`src/rtl/seq_signed_mul_pkg.sv`:
```
// Shared ALU package: multiplier state encoding, default operand width and counter sizing.
package seq_signed_mul_pkg;

  localparam int SMUL_WIDTH = 16;

  function automatic int cnt_width(input int w);
    return (w > 1) ? $clog2(w) : 1;
  endfunction

  localparam int SMUL_CNT_W = cnt_width(SMUL_WIDTH);

  typedef enum logic [1:0] {
    IDLE = 2'd0,
    ABS  = 2'd1,
    RUN  = 2'd2,
    FIX  = 2'd3
  } smul_state_e;

endpackage

```
`src/rtl/seq_signed_mul_twos_negate.sv`:
```
// Two's-complement negation (~x + 1) at a configurable width.
module twos_negate #(
  parameter int W = 16
) (
  input  logic [W-1:0] x_i,
  output logic [W-1:0] y_o
);

  assign y_o = ~x_i + W'(1);

endmodule

```
`src/rtl/seq_signed_mul.sv`:
```
// Sequential signed multiplier: radix-2 shift-and-add on magnitudes, sign fixed up at exit.
// Optional overflow flag (product not representable in WIDTH signed bits) with SMUL_OVF_EN.
module seq_signed_mul
  import seq_signed_mul_pkg::*;
#(
  parameter int WIDTH = SMUL_WIDTH
) (
  input  logic               clk,
  input  logic               rst,
  input  logic               start,
  input  logic [WIDTH-1:0]   a,
  input  logic [WIDTH-1:0]   b,
  output logic               busy,
  output logic               done,
`ifdef SMUL_OVF_EN
  output logic               ovf,
`endif
  output logic [2*WIDTH-1:0] p
);

  localparam int CNT_W = cnt_width(WIDTH);
  localparam int PW    = 2 * WIDTH;

  smul_state_e      state_q;
  logic [WIDTH-1:0] mcand_q;
  logic [WIDTH-1:0] mplier_q;
  logic [WIDTH-1:0] acc_q;
  logic [CNT_W-1:0] cnt_q;
  logic             sign_q;
  logic             busy_q;
  logic             done_q;
  logic [PW-1:0]    p_q;

  logic [WIDTH-1:0] neg_mcand;
  logic [WIDTH-1:0] neg_mplier;
  logic [PW-1:0]    neg_prod;
  logic [WIDTH-1:0] addend_d;
  logic [WIDTH:0]   sum_d;
  logic [PW-1:0]    prod_d;

  twos_negate #(.W(WIDTH)) u_neg_a (.x_i(mcand_q),            .y_o(neg_mcand));
  twos_negate #(.W(WIDTH)) u_neg_b (.x_i(mplier_q),           .y_o(neg_mplier));
  twos_negate #(.W(PW))    u_neg_p (.x_i({acc_q, mplier_q}),  .y_o(neg_prod));

  // The carry out of the add lands in the accumulator MSB after the right shift.
  assign addend_d = mplier_q[0] ? mcand_q : '0;
  assign sum_d    = {1'b0, acc_q} + {1'b0, addend_d};
  assign prod_d   = sign_q ? neg_prod : {acc_q, mplier_q};

`ifdef SMUL_OVF_EN
  logic ovf_q;
  logic ovf_d;
  assign ovf_d = ~((&prod_d[PW-1:WIDTH-1]) | ~(|prod_d[PW-1:WIDTH-1]));
  assign ovf   = ovf_q;
`endif

  always_ff @(posedge clk or posedge rst) begin
    if (rst) begin
      state_q  <= IDLE;
      mcand_q  <= '0;
      mplier_q <= '0;
      acc_q    <= '0;
      cnt_q    <= '0;
      sign_q   <= 1'b0;
      busy_q   <= 1'b0;
      done_q   <= 1'b0;
      p_q      <= '0;
`ifdef SMUL_OVF_EN
      ovf_q    <= 1'b0;
`endif
    end else begin
      done_q <= 1'b0;
      case (state_q)
        IDLE: begin
          if (start) begin
            mcand_q  <= a;
            mplier_q <= b;
            sign_q   <= a[WIDTH-1] ^ b[WIDTH-1];
            busy_q   <= 1'b1;
            state_q  <= ABS;
          end
        end
        ABS: begin
          // -2^(WIDTH-1) negates to itself, which is the correct unsigned magnitude.
          if (mcand_q[WIDTH-1])  mcand_q  <= neg_mcand;
          if (mplier_q[WIDTH-1]) mplier_q <= neg_mplier;
          acc_q   <= '0;
          cnt_q   <= '0;
          state_q <= RUN;
        end
        RUN: begin
          acc_q    <= sum_d[WIDTH:1];
          mplier_q <= {sum_d[0], mplier_q[WIDTH-1:1]};
          cnt_q    <= cnt_q + CNT_W'(1);
          if (cnt_q == CNT_W'(WIDTH - 1)) state_q <= FIX;
        end
        FIX: begin
          p_q     <= prod_d;
`ifdef SMUL_OVF_EN
          ovf_q   <= ovf_d;
`endif
          done_q  <= 1'b1;
          busy_q  <= 1'b0;
          state_q <= IDLE;
        end
        default: state_q <= IDLE;
      endcase
    end
  end

  assign busy = busy_q;
  assign done = done_q;
  assign p    = p_q;

endmodule
```
`config.mk`:
```
export PLATFORM = sky130hd
export DESIGN_NAME = seq_signed_mul
export DESIGN_NICKNAME = d
export VERILOG_FILES = /design/src/rtl/seq_signed_mul_pkg.sv /design/src/rtl/seq_signed_mul_twos_negate.sv /design/src/rtl/seq_signed_mul.sv
export SDC_FILE = /design/constraint.sdc
export NUM_CORES = 1
export LEC_CHECK = 0
export BUFFER_PORTS_ARGS = -buffer_cell sky130_fd_sc_hd__buf_2
export CORE_UTILIZATION = 59
export DETAILED_ROUTE_END_ITERATION = 6
export HOLD_SLACK_MARGIN = 0.1
export PLACE_DENSITY = 0.81
export SLEW_MARGIN = 5
export SYNTH_ARGS = -nofsm -noshare
export SYNTH_HDL_FRONTEND = slang
export SYNTH_SLANG_ARGS = --single-unit
```
`constraint.sdc`:
```
create_clock -name clk -period 4 [get_ports clk]
set_input_delay 0.8 -clock clk [delete_from_list [all_inputs] [get_ports clk]]
set_output_delay 0.8 -clock clk [all_outputs]
set_load 0.05 [all_outputs]
```
## Yosys cells after proc, flatten, opt, wreduce, memory -nomap -nowiden

Index checks and enable logic that the tools add are counted.

| cells by class | value |
|---|---|
| add/subtract/negate cells | 5 |
| equal/unequal tests | 8 |
| multiplexer cells | 16 |
| bitwise operators | 4 |
| reduce and logical (&&, ||, !) cells | 12 |

Operators by type and width:

| cell | count |
|---|---|
| $mux W16 | 5 |
| $pmux W16 S2 | 2 |
| $pmux W16 S3 | 1 |
| $add A16 B1 Y16 const B | 2 |
| $add A32 B1 Y32 const B | 1 |
| $mux W32 | 1 |
| $not A16 Y16 | 2 |
| $not A32 Y32 | 1 |
| $add A16 B16 Y17 | 1 |
| $reduce_and A2 Y1 | 5 |
| $ne A2 B2 Y1 const B | 4 |
| $pmux W2 S4 | 1 |
| $pmux W4 S2 | 1 |
| $reduce_and A3 Y1 | 2 |
| $reduce_bool A2 Y1 | 3 |
| $add A4 B1 Y4 const B | 1 |
| $eq A2 B2 Y1 const B | 2 |
| $eq A4 B4 Y1 const B | 1 |
| $mux W2 | 2 |
| $reduce_bool A3 Y1 | 1 |
| $eq A2 B1 Y1 const B | 1 |
| $logic_not A2 Y1 | 1 |
| $mux W1 | 2 |
| $pmux W1 S2 | 1 |
| $xor A1 B1 Y1 | 1 |

| storage, ports and cells | value |
|---|---|
| bits in registers | 89 |
| input port bits | 35 |
| output and inout bits | 34 |
| logic and storage cells | 56 |

## Logic depth before layout (Yosys ltp)

| logic depth | value |
|---|---|
| word-level depth | 4 |
| depth in mapped cells | 12 |

## By module

Synthesis repeated with hierarchy kept, for this count alone.

| unflattened totals | value |
|---|---|
| cells, all modules | 666 |
| area total of the unflattened synthesis | 6068.3 µm² |

By module, submodules not included:

| module | instances | cells an instance | area each (µm²) | seq. area each (µm²) |
|---|---|---|---|---|
| seq_signed_mul | 1 | 509 | 4840.9 | 2227.1 |
| twos_negate (u_neg_p) | 1 | 83 | 636.9 | 0.0 |
| twos_negate (u_neg_a ...) | 2 | 37 | 295.3 | 0.0 |

## Worst setup path after synthesis

Ideal clock, no wire load.

| path | value |
|---|---|
| path kind | reg2reg |
| from | register mplier_q[0] |
| to | register p_q[24] (netlist: p[24]) |
| setup time | 0.137 ns |
| arrival | 2.596 ns |
| data required time | 3.863 ns |
| setup slack | 1.268 ns |
| cell stages (with the launch flop) | 10 |
| path buffers | 1 |
| cell sequence | dfrtp_1 > clkbuf_1 > inv_1 > ha_1 > or3b_4 > or3_4 > or4_4 > o41ai_2 > xor2_1 > a21oi_1 |

| between the ends | value |
|---|---|
| word-level cells in the longest chain between the ends | 3 |

Ends and longest elaborated chain:

| item | line | RTL |
|---|---|---|
| start, declared | seq_signed_mul.sv:26 | `logic [WIDTH-1:0] mplier_q;` |
| start signal, assigned | seq_signed_mul.sv:86 | `if (mplier_q[WIDTH-1]) mplier_q <= neg_mplier;` |
| start signal, assigned | seq_signed_mul.sv:93 | `mplier_q <= {sum_d[0], mplier_q[WIDTH-1:1]};` |
| $not A32 Y32 | seq_signed_mul_twos_negate.sv:9 | `assign y_o = ~x_i + W'(1);` |
| $add A32 B1 Y32 | seq_signed_mul_twos_negate.sv:9 |  |
| $mux W32 | seq_signed_mul.sv:48 | `assign prod_d = sign_q ? neg_prod : {acc_q, mplier_q};` |
| end signal, assigned | seq_signed_mul.sv:98 | `p_q <= prod_d;` |
| end, declared | seq_signed_mul.sv:32 | `logic [PW-1:0] p_q;` |

Every way passes these cells.
A chain may end at the register's enable or synchronous reset.

## Worst setup path in the final report

| path | value |
|---|---|
| from | register mplier_q[0] |
| to | register acc_q[13] |

| between the ends | value |
|---|---|
| word-level cells in the longest chain between the ends | 3 |

Ends and longest elaborated chain:

| item | line | RTL |
|---|---|---|
| $mux W16 | seq_signed_mul.sv:46 | `assign addend_d = mplier_q[0] ? mcand_q : '0;` |
| $add A16 B16 Y17 | seq_signed_mul.sv:47 | `assign sum_d = {1'b0, acc_q} + {1'b0, addend_d};` |
| $pmux W16 S2 | seq_signed_mul.sv:73 | `case (state_q)` |
| end signal, assigned | seq_signed_mul.sv:92 | `acc_q <= sum_d[WIDTH:1];` |
| end, declared | seq_signed_mul.sv:27 | `logic [WIDTH-1:0] acc_q;` |

Every way passes these cells.

==> out/metrics.yaml <==
clock_network:
  cts_root_buffer: "clkbuf_8"
  clock_latency_ps: 380
  cts_setup_buffers: 0
  clockBufferDepth: 2
  clk_pin_slew_ps: 90
  cts_made_buffers: 9
  ctsResizeCount: 0
  cts_tree: "done"
  hold_buffers: 0
  cts_max_level: 3
  clkSinkCount: 89
synthesis:
  syn_inst: 681
  synth.distinct_cells: 69
  yosysSeqAreaShare: 0.3848
  synth-main-ff-cell: "dfrtp_1"
  yosys.area.top_type: "dfrtp_1"
  syn-mean-instance-area_sq_um: 8.499
  synthTopCellsByArea: "dfrtp_1 38%, a21oi_1 5.4%, ha_1 5.2%"
  synth.ff_latch_count: 89
  synth_edf_count: 0
  syn_area_sq_um: 5788
  async_flop_share: 1.000
  synth_nets: 741
  ys_warn_count: 0
  synth_top_area_frac: 0.3848
layout:
  nets: 784
  diodes: 0
  drive_above_1_share: 0.1536
  synthToLayoutAreaGrowth_pct: 9.944
detailed_routing:
  drc: 0
  drt_pass1_iterations: 7
  via_count: 5428
  vias_per_cell: 6.326
  wl_per_cell_um: 17.52
  finalWirelength_mm: 15.03
  ant_nets: 0
  drtIter0Drc: 386
sta:
  finalHoldViolCount: 0
  post-route-period-util: 0.7957
  tightest_slew_ps: 1105
  fmax_ghz: 0.3142
  setup_viol: 0
  final.setup_skew_ps: 14.86
  final_max_slew_viol_count: 0
  fin_crit_ps: 3183
  tns_ps: 0
  slew_headroom: 0.2635
  rsz0062_at_grt: "false"
global_route:
  grt_max_degree: 48
  grt_use_total: 0.3112
  grt_pass1_wl_mm: 24.91
  grt_overflow: 0
  grt_pass1_vias: 5133
  antenna_found_initial: 0
setup_path:
  critPathRequiredTime_ps: 4310
  startpoint_type: "register"
  critPathKind: "register to register"
  crit_fanout: 19
  cp_data_arrival_time_ps: 3490
  crit_path_end_kind: "register"
floorplan:
  start_util: 0.6176
  die_w_um: 101.0
  core-area_sq_um: 9371
  rows: 35
  num_io_pins: 69
  die_h_um: 101.0
  die_area_sq_um: 10210
power_and_ir_drop:
  peakVddDrop_v: 0.0004524
  power_density_nw_per_um2: 934.4
  p_total_mw: 5.946
  p_leak_nw: 2.950
placed_design:
  gp_congestion: 0.9044
  dp_hpwl_mm: 10.77
  portBuffers: 68
job:
  max_cap_violations: 0
status:
  status: "finished, final reports clean"
hold_path:
  hp-class: "register to register"
## layout make-up
type                       instances  area (sq um)
sequential                        89          2227
inverter                          24         91.34
clock inverter                     7         52.55
timing repair buffer              76         412.9
clock buffer                       9         123.9
multi-input combinational        524          3294
fill                             827          3008
tap                              129         161.4
## report_power, final
part / internal, mW / switching [mW] / total [mW] / leakage [nW]
Sequential: 1.30 / 0.526 / 1.83 / 1.09
Clock: 0.232 / 0.361 / 0.592 / 0.0904
Combinational: 1.21 / 2.32 / 3.53 / 1.77
## routing by layer
layer | up-vias | share of wire | global-route usage
li1 | 2566 | - | -
met1 | 2609 | 0.43 | 0.4124
met2 | 209 | 0.48 | 0.5118
met3 | 44 | 0.057 | 0.04438
met4 | 0 | 0.030 | 0.1282
met5 | - | 0 | 0
## layout by cell type, fill, tap and decap left out, types with 4 or more instances in the layout
master    netlist  final
dfrtp_1        89     89
nor2_1         76     76
ha_1           24     23
nand2_1        48     48
nor3_1         27     27
and3_1         15     15
o31ai_1         7      7
o22ai_1         4      4
and2_1         14     14
o21ai_0        54     53
nand4_1         7      7
or2_2           5      5
nand3_1        19     19
xor2_1         26     26
or4_1           7      7
a22oi_1         5      5
a221oi_1        9      9
a211oi_1        6      6
a221o_1         4      4
inv_1          24     23
a21o_1          5      5
clkbuf_8        0      9
buf_2           1     68
nor4_1          6      6
xnor2_1        10     10
or3_1           8      8
nor2b_1         6      6
a21oi_1        63     63
a22o_1         14     14
mux2_2          4      4
buf_4           1      7
## state kept, by name, indices dropped and copies added, names as in the netlist
| name | count |
|---|---|
| acc_q | 16 |
| busy | 1 |
| cnt_q | 4 |
| done | 1 |
| mcand_q | 16 |
| mplier_q | 16 |
| p | 32 |
| sign_q | 1 |
| state_q | 2 |
## per-stage QoR
step	area [sq um]	std cells	worst slack (ps)	util	hold WS, ps
after detailed placement	6187	842	920.3	0.6602	499.0
final	6364	858	817.2	0.6790	512.8
after global routing	6364	858	514.6	0.6790	539.4
after CTS	6364	858	915.1	0.6790	518.6
after floorplan	5788	681	893.1	-	475.5
after global placement	6187	842	1063	0.6602	486.7
## Yosys cell counts, types with 3 or more instances
cell type	number
o21ai_0	54
a221o_1	4
buf_1	3
a31oi_1	3
o22ai_1	4
or3_1	8
inv_1	24
o31ai_1	7
a221oi_1	9
nor4_1	6
nand4_1	7
a21oi_1	63
nand3_1	19
nor2_1	76
o21a_1	3
a22o_1	14
xor2_1	26
a21o_1	5
nand2_1	48
clkbuf_1	37
a22oi_1	5
and2_1	14
or4_1	7
and3_1	15
mux2_2	4
nor2b_1	6
xnor2_1	10
mux2i_1	3
nor3_1	27
ha_1	24
a211oi_1	6
nand3b_1	3
or2_2	5
dfrtp_1	89
## path summary, 6_finish.rpt
kind,from,end,slack (ps),depth (start not counted)
hold reg to reg,p[27],p[27],510,1
hold / removal,p[27],p[27],510,1
setup / recovery,mplier_q[0],acc_q[13],820,11
setup reg to reg,mplier_q[0],acc_q[13],820,11
max in group asynchronous,rst,mcand_q[2],2730,3
min in group asynchronous,rst,mplier_q[7],550,2
## critical path: stages (launching register included)
cell and delay (ps):
dfrtp_1 640, inv_1 170, nor2_1 160, ha_1 190, inv_1 60, fa_1 380
nor2b_1 170, nor2_1 80, o21ai_0 500, a21oi_1 230, or4_1 450, nand3_1 100
## cell families after synthesis
logic type / after synthesis / synth area share
simple gates: 254 / 0.2222
compound gates: 202 / 0.2237
flops: 89 / 0.3848
buf+inv: 68 / 0.04648
xor+xnor: 36 / 0.05447
fa+ha+maj: 25 / 0.05534
mux: 7 / 0.01297
Note: power is estimated with default switching activity, not from simulation.
